===== src/rtl/current_pi_loop.sv =====
// rtl/current_pi_loop.sv - PI motor-current regulator with anti-windup, slew limit, clamp and open-loop bypass
// Four-state loop IDLE/WAIT/COMPUTE/UPDATE, one regulator update per DIV-cycle tick.
module current_pi_loop #(
  parameter int W        = 12,
  parameter int ACC_W    = 20,
  parameter int KP_SHIFT = 0,
  parameter int KI_SHIFT = 4,
  parameter int DIV      = 32,
  parameter int DEADBAND = 3,
  parameter int SLEW_MAX = 256
) (
  input  logic         c20k,
  input  logic         reset,
  input  logic         enable,
  input  logic         mode,
  input  logic [W-1:0] assist_req,
  input  logic [W-1:0] phase_v,
  input  logic         phase_v_valid,
  output logic [W-1:0] motor_signal,
  output logic         sat_hi,
  output logic         sat_lo,
  output logic         update_strobe,
  output logic [1:0]   loop_state
);

  localparam int EW = W + 1;
  localparam int UW = ACC_W + 1;
  localparam int DW = ACC_W + 2;
  localparam int CW = (DIV > 1) ? $clog2(DIV) : 1;

  localparam logic signed [ACC_W:0] ACC_HI = (ACC_W+1)'((1 <<< (ACC_W-1)) - 1);
  localparam logic signed [ACC_W:0] ACC_LO = ~ACC_HI;
  localparam logic signed [DW-1:0]  SLEW_P = DW'(SLEW_MAX);
  localparam logic signed [DW-1:0]  SLEW_N = -SLEW_P;
  localparam logic signed [DW-1:0]  MAX_P  = DW'((1 << W) - 1);

  typedef enum logic [1:0] {
    IDLE    = 2'd0,
    WAIT    = 2'd1,
    COMPUTE = 2'd2,
    UPDATE  = 2'd3
  } state_t;

  state_t                  state;
  logic [CW-1:0]           cnt;
  logic                    tick;
  logic                    active;
  logic [W-1:0]            sample;
  logic                    fresh;
  logic signed [ACC_W-1:0] integ;
  logic signed [ACC_W-1:0] integ_pend;
  logic signed [EW-1:0]    err_r;
  logic signed [UW-1:0]    u_r;

  logic signed [EW-1:0]    err_c;
  logic signed [ACC_W:0]   acc_sum;
  logic signed [ACC_W-1:0] integ_c;
  logic signed [UW-1:0]    p_term;
  logic signed [UW-1:0]    i_term;
  logic signed [UW-1:0]    u_c;

  logic signed [DW-1:0]    motor_ext;
  logic signed [DW-1:0]    d_raw;
  logic signed [DW-1:0]    d_clip;
  logic signed [DW-1:0]    next_raw;
  logic                    clamp_hi;
  logic                    clamp_lo;
  logic [W-1:0]            motor_next;
  logic                    hold_integ;

  assign tick       = (cnt == CW'(DIV - 1));
  assign active     = enable && (assist_req > W'(DEADBAND));
  assign loop_state = state;

  // Error, saturating integrator and PI sum evaluated during COMPUTE.
  always_comb begin
    err_c   = $signed({1'b0, assist_req}) - $signed({1'b0, sample});
    acc_sum = $signed({integ[ACC_W-1], integ})
            + $signed({{(ACC_W+1-EW){err_c[EW-1]}}, err_c});
    if (acc_sum > ACC_HI)
      integ_c = ACC_HI[ACC_W-1:0];
    else if (acc_sum < ACC_LO)
      integ_c = ACC_LO[ACC_W-1:0];
    else
      integ_c = acc_sum[ACC_W-1:0];
    p_term = $signed({{(UW-EW){err_c[EW-1]}}, err_c}) >>> KP_SHIFT;
    i_term = $signed({integ_c[ACC_W-1], integ_c}) >>> KI_SHIFT;
    u_c    = p_term + i_term;
    if (mode) begin
      u_c     = $signed({{(UW-W){1'b0}}, assist_req});
      integ_c = '0;
    end
  end

  // Slew limit, output clamp and the windup hold applied during UPDATE.
  always_comb begin
    motor_ext = $signed({{(DW-W){1'b0}}, motor_signal});
    d_raw     = $signed({u_r[UW-1], u_r}) - motor_ext;
    if (d_raw > SLEW_P)
      d_clip = SLEW_P;
    else if (d_raw < SLEW_N)
      d_clip = SLEW_N;
    else
      d_clip = d_raw;
    next_raw   = motor_ext + d_clip;
    clamp_hi   = (next_raw > MAX_P);
    clamp_lo   = next_raw[DW-1];
    motor_next = clamp_hi ? '1 : (clamp_lo ? '0 : next_raw[W-1:0]);
    hold_integ = (clamp_hi && !err_r[EW-1] && (err_r != '0))
              || (clamp_lo && err_r[EW-1]);
  end

  always_ff @(posedge c20k or posedge reset) begin
    if (reset) begin
      state         <= IDLE;
      cnt           <= '0;
      sample        <= '0;
      fresh         <= 1'b0;
      integ         <= '0;
      integ_pend    <= '0;
      err_r         <= '0;
      u_r           <= '0;
      motor_signal  <= '0;
      sat_hi        <= 1'b0;
      sat_lo        <= 1'b0;
      update_strobe <= 1'b0;
    end else begin
      cnt           <= tick ? '0 : cnt + CW'(1);
      update_strobe <= 1'b0;

      // A sample arriving on the consuming edge replaces the consumed one.
      if (phase_v_valid) begin
        sample <= phase_v;
        fresh  <= 1'b1;
      end else if (state == WAIT && active && tick && (fresh || mode)) begin
        fresh  <= 1'b0;
      end

      if (!active) begin
        state        <= IDLE;
        motor_signal <= '0;
        integ        <= '0;
        sat_hi       <= 1'b0;
        sat_lo       <= 1'b0;
      end else begin
        case (state)
          IDLE: state <= WAIT;
          WAIT: begin
            if (tick && (fresh || mode))
              state <= COMPUTE;
          end
          COMPUTE: begin
            err_r      <= err_c;
            u_r        <= u_c;
            integ_pend <= integ_c;
            state      <= UPDATE;
          end
          UPDATE: begin
            motor_signal  <= motor_next;
            sat_hi        <= clamp_hi;
            sat_lo        <= clamp_lo;
            update_strobe <= 1'b1;
            if (!hold_integ)
              integ <= integ_pend;
            state <= WAIT;
          end
          default: state <= IDLE;
        endcase
      end
    end
  end

endmodule


===== config.mk =====
export PLATFORM = sky130hd
export DESIGN_NAME = current_pi_loop
export DESIGN_NICKNAME = d
export VERILOG_FILES = /design/src/rtl/current_pi_loop.sv
export SDC_FILE = /design/constraint.sdc
export NUM_CORES = 1
export LEC_CHECK = 0
export CAP_MARGIN = 10
export CORE_MARGIN = 2
export CORE_UTILIZATION = 44
export CTS_BUF_LIST = sky130_fd_sc_hd__clkbuf_4 sky130_fd_sc_hd__clkbuf_8
export DETAILED_ROUTE_END_ITERATION = 8
export GPL_TIMING_DRIVEN = 0
export PLACE_DENSITY = 0.61
export SLEW_MARGIN = 10
export SYNTH_ARGS = -nofsm -noshare
export SYNTH_HDL_FRONTEND = slang
export SYNTH_SLANG_ARGS = --single-unit
export TNS_END_PERCENT = 30

===== constraint.sdc =====
create_clock -name c20k -period 7.8 [get_ports c20k]
set_input_delay 0.78 -clock c20k [delete_from_list [all_inputs] [get_ports c20k]]
set_output_delay 0.78 -clock c20k [all_outputs]
set_load 0.01 [all_outputs]

# Word level (Yosys, flattened, before mapping)

Cells that the tools add are included.

Flip-flop bits (word level): 109
Output and inout port bits: 17
Word-level logic and storage cells: 73

Add/sub/neg operators: 6
$lt $le $gt $ge: 6
Equality and inequality tests: 7
Mux-type cells: 25
Reduce and logical (&&, ||, !) cells: 17

Operators with widths:

| cell                   | number |
|---|---|
| $mux W20               | 6 |
| $mux W12               | 4 |
| $mux W22               | 2 |
| $add A13 B22 Y22       | 1 |
| $gt A22 B10 Y1 const B | 1 |
| $gt A22 B13 Y1 const B | 1 |
| $lt A22 B9 Y1 const B  | 1 |
| $sub A21 B13 Y22       | 1 |
| $add A20 B13 Y21       | 1 |
| $gt A21 B20 Y1 const B | 1 |
| $lt A21 B20 Y1 const B | 1 |
| $mux W21               | 1 |
| $add A13 B16 Y17       | 1 |
| $reduce_bool A13 Y1    | 1 |
| $sub A12 B12 Y13       | 1 |
| $gt A12 B2 Y1 const B  | 1 |
| $logic_and A1 B1 Y1    | 8 |
| $mux W1                | 8 |
| $pmux W2 S3            | 1 |
| $add A5 B1 Y5 const B  | 1 |
| $eq A5 B5 Y1 const B   | 1 |
| $mux W5                | 1 |
| $eq A2 B2 Y1 const B   | 2 |
| $mux W2                | 2 |
| 10 further kinds       | 12 |

# Logic depth before layout (Yosys ltp)

Gate-level depths: netlist of run 1.

Depth in word-level cells: 12
Depth in mapped cells: 39

# Least setup slack after synthesis of run 1

OpenSTA, ideal clock, no wires.

Path kind: input to register
From: in assist_req[0]
To: reg u_r[19]
Arrival time: 7.969 ns
Data required time: 7.673 ns
Slack: -0.295 ns
Cell stages on the path: 38
Buffers on the path: 0
Cells stage by stage: inv_1 ha_1 inv_1 fa_1 a21o_1 a21oi_1 o21ai_0 a21oi_1 o21ai_0 a21oi_1 o21bai_1 a21oi_1 o21bai_1 a21oi_1 ha_1 a21o_1 a21o_1 a21oi_1 [2 not listed] a211o_1 a21oi_1 xnor2_1 a21boi_2 nor2_1 or2_2 fa_1 nor2b_1 o21ai_0 a21boi_0 o21ai_0 a21oi_1 o21ai_0 a21oi_1 nor4b_1 o41ai_1 and2_1 o31ai_1

Cells in the longest elaborated chain, start to end: 7

RTL lines:

| item                 | line | text |
|---|---|---|
| from (decl)          | 16   | `input logic [W-1:0] assist_req,` |
| $sub A12 B12 Y13 *   | 77   | `err_c = $signed({1'b0, assist_req}) - $signed({1'b0, sample});` |
| net err_c[12]        | 55   | `logic signed [EW-1:0] err_c;` |
| $add A20 B13 Y21     | 79   | `+ $signed({{(ACC_W+1-EW){err_c[EW-1]}}, err_c});` |
| $lt A21 B20 Y1       | 82   | `else if (acc_sum < ACC_LO)` |
| $mux W20             | 82   |  |
| $mux W20             | 80   | `if (acc_sum > ACC_HI)` |
| $add A13 B16 Y17 *   | 88   | `u_c = p_term + i_term;` |
| $mux W21 *           | 89   | `if (mode) begin` |
| to (signal assigned) | 154  | `u_r <= u_c;` |
| to (decl)            | 53   | `logic signed [UW-1:0] u_r;` |

The timed path passes the listed nets; every way through them passes the cells marked *.
A chain may end at the register's enable or synchronous reset.

# Worst setup path in the final report of run 1

From: in assist_req[1]
To: reg u_r[19]

The elaborated chain is that of the path after synthesis.

==> summary.md, run 1 <==
| Metric | Value |
|---|---|
| Power Total | around 0.0037 W |
| CTS tree | yes |
| DRT Pass-1 Iters | 7 |
| Hold Path Sink | cnt[0]$_DFF_PP0_ |
| Synthesized area | approximately 0.008 sq mm |
| Hold Path Stages | 1 |
| ANT cells | 0 |
| Die width | 141 um |
| Number of global-route vias before repair | just over 7000 |
| Buffers on Ports | 44 |
| Count of cell types in the netlist | 76 |
| Period minus WS final | 7.44 ns |
| Status | finished, final reports clean |
| GRT Overall Usage | 0.225 |
| Skew-Pair Late Insertion Delay | 0.39 ns |
| Pins Over Slew Limit | 0 |
| Worst setup margin | approximately 0.36 ns |
| Maximum VDD drop | between 0.1 and 0.15 mV |
| CORE AREA | 0.0185 sq mm |
| Hold_ws | 0.462 ns |
| Commonest register cell after synthesis | dfrtp_1 |
| First-pass GRT wire length | approximately 36 mm |
| Final setup violation count | 0 |
| Final Core Density | 0.514 |
| Hold Startpoint | cnt[0]$_DFF_PP0_ |
| TritonCTS Sinks | approximately 110 |
| Cell Rows | 50 |
| Crit-path max FO | 4 |
| Pwr per Cell Area | about 390 mW/mm^2 |
| Layout cells sized above 1 | 0.125 |
| Die ar. | around 0.020 sq mm |
| Routability cong. | between 0.8 and 0.9 |
| Maximum clock insertion buffer count | 2 |
| Initial core utilization | 0.445 |
| Reg2reg setup slack | 0.74 ns |
| Ports | 46 |
| HPWL after DPL | ~17 mm |
| Via count | 7012 |
| Gr ovfl total | 0 |
| Register bit total from synthesis | ~110 |
| Setup Crit Path Kind | input pin to flop |
| Fin. Hold Viols | 0 |
| Max frequency | ~130 MHz |
| Crit path max-delay cell type | clkdlybuf4s50_1 |
| Initial antenna violation count | 0 |
| Ys Warns | 0 |
| Drt initial violations | between 200 and 300 |
| Critical Path Sink Type | flop |
| DP Cell Count | between 1000 and 1500 |
| CTS Buf Count | 9 |
| Clk root buf | clkbuf_8 |
| Async set-or-reset flop fraction in the synthesized netlist | 1.00 |
| Crit share post-route | 0.953 |
| Nets | around 1200 |
| Number of max-cap violations | 0 |
| Cells after synthesis | just under 1000 |
| H-Tree Depth | 3 |
| Layout Skew | approximately 0.018 ns |
| Hold crit path type | flop to flop |
| CP Launch Type | input pin |
| Finished Layout Cells | between 1000 and 1500 |
| Pre-CTS setup slack | -1.71 ns |
| RSZ-0062 raised after global routing | no |
| Die height | 141 um |
| Worst r2r src | sample[0]$_DFFE_PP0P_ |
| Via/cell ratio | 5.42 |
| Reg clk slew, reported paths | roughly 0.10 ns |
| Relative max-transition margin | 0.312 |
| Critical Path AT | 7.71 ns |
| Lkg Pwr | ~4.4 nW |
| CP most frequent cell | a21oi_2 |
| Least-Margin Pin Slew | between 1 and 1.5 ns |
| Area growth syn-to-layout | 15.7% |
| Drt drc | 0 |
| Syn Area/Cell | 8.40 sq um |
| CP required | between 8 and 9 ns |
| RR Endpoint | u_r[19]$_DFFE_PP0P_ |
| Syn_nets | roughly 1100 |
| Number of synthesized flops with an enable pin | 0 |
| CP Launch Point | assist_req[1] |
| Largest net degree at the start of global routing | 56 |
| Worst r2r path cells | 37 |
| CP max stage delay | 0.50 ns |
| Sequential area share after synthesis | 0.319 |
| WL final | 21.7 mm |
| Antenna-violating nets left | 0 |
| Drt wl/cell | 16.7 um |
| Hold buffers post-CTS | 0 |
==> per-stage QoR <==
step           instance area, sq um  TNS (ns)
6_report                       9520         0
5_1_grt                        9520         0
4_1_cts                        9370         0
3_5_place_dp                   9010    -14.22
3_3_place_gp                   8980    -14.29
2_1_floorplan                  8240         0
==> flip-flops by register name (all words and copies together) (netlist names) <==
| name | flops |
|---|---|
| sat_lo | 1 |
| sat_hi | 1 |
| err_r | 13 |
| sample | 12 |
| fresh | 1 |
| loop_state | 2 |
| u_r | 17 |
| integ_pend | 20 |
| update_strobe | 1 |
| cnt | 5 |
| integ | 20 |
| motor_signal | 12 |
==> worst max-delay path: cells and delay by family <==
family	cells	cell delay, ns
and+or+nand+nor	6	0.91
xor gates and xnor gates	1	0.17
AOI/OAI and AO/OA	25	4.31
buffers and inverters	1	0.50
adders and majority gates	3	1.04
==> worst max-delay path by stage <==
| stage | depth (start not counted) | endpoint | slack [ns] |
|---|---|---|---|
| after global placement | 39 | u_r[14]$_DFFE_PP0P_ | -1.72 |
| after CTS | 38 | u_r[19]$_DFFE_PP0P_ | 0.009 |
| after detailed placement | 39 | u_r[19]$_DFFE_PP0P_ | -1.71 |
| after floorplan | 38 | u_r[19]$_DFFE_PP0P_ | 0.04 |
| after global routing | 36 | u_r[14]$_DFFE_PP0P_ | 0.003 |
| final | 36 | u_r[19]$_DFFE_PP0P_ | 0.36 |
==> cells by family (layout without fill, tap and decap cells) <==
| logic type | after synthesis | count (layout) | share of synthesized area |
|---|---|---|---|
| AO/OA/AOI/OAI | 272 | 272 | 0.219 |
| XOR/XNOR | 55 | 55 | 0.0594 |
| adder cells (fa/ha/maj) | 95 | 95 | 0.146 |
| buffers and inverters | 121 | 201 | 0.0590 |
| flip-flops | 105 | 105 | 0.319 |
| multiplexers | 16 | 16 | 0.0213 |
| AND/OR/NAND/NOR | 316 | 316 | 0.176 |
==> routing by layer <==
metal | GRT usage | part of all wire
met1 | 0.282 | 0.45
met2 | 0.411 | 0.51
met3 | 0.0289 | 0.024
met4 | 0.0558 | 0.016
met5 | 0 | 0
==> layout make-up <==
type	count	area (sq um)
Tap cell	234	293
Multi-Input combinational cell	754	5300
Timing Repair Buffer	65	624
Inverter	90	343
Sequential cell	105	2630
Fill cell	1788	8990
Clock buffer	10	138
Clock inverter	6	50.0
Buffer	30	151
==> repair_timing <==
| item | in CTS | in global routing |
|---|---|---|
| setup endpoints to repair | 13 | 11 |
| resized for setup | 19 | 33 |
| buffers inserted | 13 | 7 |
| pin swaps | 12 | 20 |
==> cell usage in the layout (no fill, tap or decap), types with 4 or more instances in the layout <==
cell,Yosys,routed
a21o_1,23,23
xor2_1,26,25
nand3_1,43,43
mux2_2,12,12
nor3_1,21,21
mux2i_1,4,4
o21a_1,14,14
a21oi_2,0,11
o211a_1,4,4
xnor2_1,28,27
clkbuf_8,0,10
nand3b_1,4,4
ha_1,79,76
buf_6,3,4
o31ai_1,4,4
nor2b_1,11,10
buf_2,6,6
maj3_1,11,11
dfrtp_1,105,105
clkdlybuf4s50_1,0,43
clkbuf_1,20,17
nor4_1,9,9
nand2b_1,9,9
buf_4,0,19
a31oi_1,7,7
nor2_1,88,86
o21bai_1,5,4
nand2_1,106,105
and3_1,9,9
a211oi_1,5,5
o21ai_0,85,76
o21ai_2,21,24
a21oi_1,56,44
inv_1,89,88
o21ai_1,5,11
o211ai_1,5,5
==> power breakdown <==
| part | switching (W) | internal [W] | leakage [nW] |
|---|---|---|---|
| Sequential | 0.000106 | 0.000690 | 1.36 |
| Combinational | 0.00150 | 0.00105 | 2.95 |
| Clock | 0.000207 | 0.000129 | 0.0948 |
| Total | 0.00181 | 0.00187 | 4.41 |
==> cells in the mapped netlist, drive strengths merged, types with 14 or more instances <==
library cell | n | area share
o21ai | 111 | 0.077
nand2 | 106 | 0.048
dfrtp | 105 | 0.32
inv | 89 | 0.041
nor2 | 88 | 0.040
ha | 79 | 0.12
a21oi | 56 | 0.034
nand3 | 44 | 0.027
xnor2 | 29 | 0.032
xor2 | 26 | 0.028
a21o | 23 | 0.021
nor3 | 22 | 0.014
clkbuf | 21 | 0.0097
o21a | 14 | 0.013
Power figures use the tool's default switching activity.
==> inputs of run 2 (changes only) <==
ABC_AREA = 0   (was unset)
==> results of run 2 <==
No change in the layout: final DEF, timing and power equal those of run 1.
==> RTL change, RTL diff (settings of run 1) <==
Make the reset (`reset`) synchronous in one clocked block.
--- a/src/rtl/current_pi_loop.sv
+++ b/src/rtl/current_pi_loop.sv
@@ -110,7 +110,7 @@
               || (clamp_lo && err_r[EW-1]);
   end
 
-  always_ff @(posedge c20k or posedge reset) begin
+  always_ff @(posedge c20k) begin
     if (reset) begin
       state         <= IDLE;
       cnt           <= '0;
Formal check against the unedited RTL: differs if reset is asserted again (counterexample within 4 cycles, from zero or initial values and one cycle with reset high); with reset held inactive, the same outputs for 10 cycles.
==> RTL change against run 1 <==
- setup slack gained 52 ps
- wire length decreased by 4.5%
- sequential cell count stayed put
- synthesized area decreased by 6.6%
- design area decreased by 7.8%
- largest cell class unchanged
Power is not compared: it rests on default switching activity, and its combinational part moved more than twofold at a synthesized area within 25%.
==> RTL change: results (changes against run 1) <==
FINISH.NET_COUNT=1155  # -1.1%
WHS_PATH_DEPTH=2  # +1
GRT_MAX_DEGREE=19  # -66%
DP_HPWL_UM=15800  # -5.8%
FIRSTDRTPASSITERS=5  # -2
SYNTH_CELL_TYPES=73  # -3.9%
SYN-NUM-NETS=1094  # +0.091%
CRITICAL_PATH.REG2REG.STARTPOINT='sample[0]$_SDFFE_PP0P_'
FINAL_LAYOUT_SIZE_SUFFIX_GT1_SHARE_PCT=6.87  # -5.7 points
YOSYS-TOP-CELLS-AREA='sky130_fd_sc_hd__dfxtp_1, sky130_fd_sc_hd__ha_1, sky130_fd_sc_hd__nand2_1, sky130_fd_sc_hd__nor2_1, sky130_fd_sc_hd__xnor2_1'
WORST-PATH-MAX-FANOUT=6  # +2
MULTI_INPUT_AREA_MM2=0.00533  # +0.69%
SIGNAL_BUFFERS=88  # -7.4%
GRT.MET2_USAGE_PCT=38.7  # -2.3 points
GLOBALPLACE.CONGESTION=0.856  # -3.7%
ROUTED_WL_UM=20700  # -4.5%
CP.ARRIVAL_PS=7660  # -50 ps
CTS_SETUP_BUFFERS=4  # -9
NUMBER_OF_FILL_CELLS=1740  # -2.7%
RRSETUPSLACK_PS=950  # +210 ps
NON_CLOCK_BUFFER_AREA_SHARE_PCT=7.39  # -0.75 points
OUTCOME='complete, no violations'
PATH_CLK_SLEW_PS=120  # +20 ps
LAYOUT.AREA.SEQ_MM2=0.00210  # -20%
ROUTE.LAYER.MET1.WL_UM=9700  # -0.58%
PLACE.PORT_BUFFERS=42  # -4.5%
CLOCK_TREE_AREA_FRACTION_PCT=2.07  # +0.095 points
GRT_UTIL_ALL_LAYERS_PCT=23.0  # +0.46 points
SYNTH-SEQ-AREA-SHARE_PCT=27.3  # -4.6 points
FIN_SKEW_PS=23.1  # +5.55 ps
MET3_USAGE_PCT=3.84  # +0.95 points
NON_CLOCK_INVERTER_COUNT=63  # -30%
RTL change: changes by cell type after synthesis, sizes merged, moves of 12 or more:
cell,before,now
nor2,88,120
o21ai,111,69
nand2,106,130
dfxtp,0,105
inv,89,63
dfrtp,105,0
mux2i,4,34
mux2,12,0
nand3,44,15
RTL change: logic make-up (layout without fill, tap and decap cells):
kind of cell	count (synthesis)	in the layout	share of synthesized area, %
XOR/XNOR	59	59	6.91
buffers and inverters	101	167	5.19
multiplexers	34	34	4.42
AO/OA/AOI/OAI	254	254	22.4
AND/OR/NAND/NOR	346	346	19.7
flip-flops	105	105	27.3
adder cells (fa/ha/maj)	83	83	14.0
RTL change: stage by stage:
stage               util [%]  area [um2]
detailed placement      48.9        8390
global placement        48.9        8390
CTS                     50.5        8670
global route            51.1        8780
floorplan                  -        7690
finish                  51.1        8780
RTL change: power by group:
part	total [W]	internal [W]	switching [W]
combinational	0.000709	0.000289	0.000420
sequential	0.000556	0.000548	0.00000819
clock	0.000337	0.000124	0.000213
total	0.00160	0.000961	0.000641
RTL change: worst min path at each step:
stage / startpoint / end / slack, ps
2_1_floorplan: integ_pend[2]$_SDFFE_PP0P_ / integ_pend[2]$_SDFFE_PP0P_ / 420
3_3_place_gp: integ_pend[2]$_SDFFE_PP0P_ / integ_pend[2]$_SDFFE_PP0P_ / 430
3_5_place_dp: integ_pend[2]$_SDFFE_PP0P_ / integ_pend[2]$_SDFFE_PP0P_ / 430
4_1_cts: integ_pend[2]$_SDFFE_PP0P_ / integ_pend[2]$_SDFFE_PP0P_ / 450
5_1_grt: integ_pend[3]$_SDFFE_PP0P_ / integ[3]$_SDFFE_PP0P_ / 470
6_report: integ_pend[2]$_SDFFE_PP0P_ / integ_pend[2]$_SDFFE_PP0P_ / 450
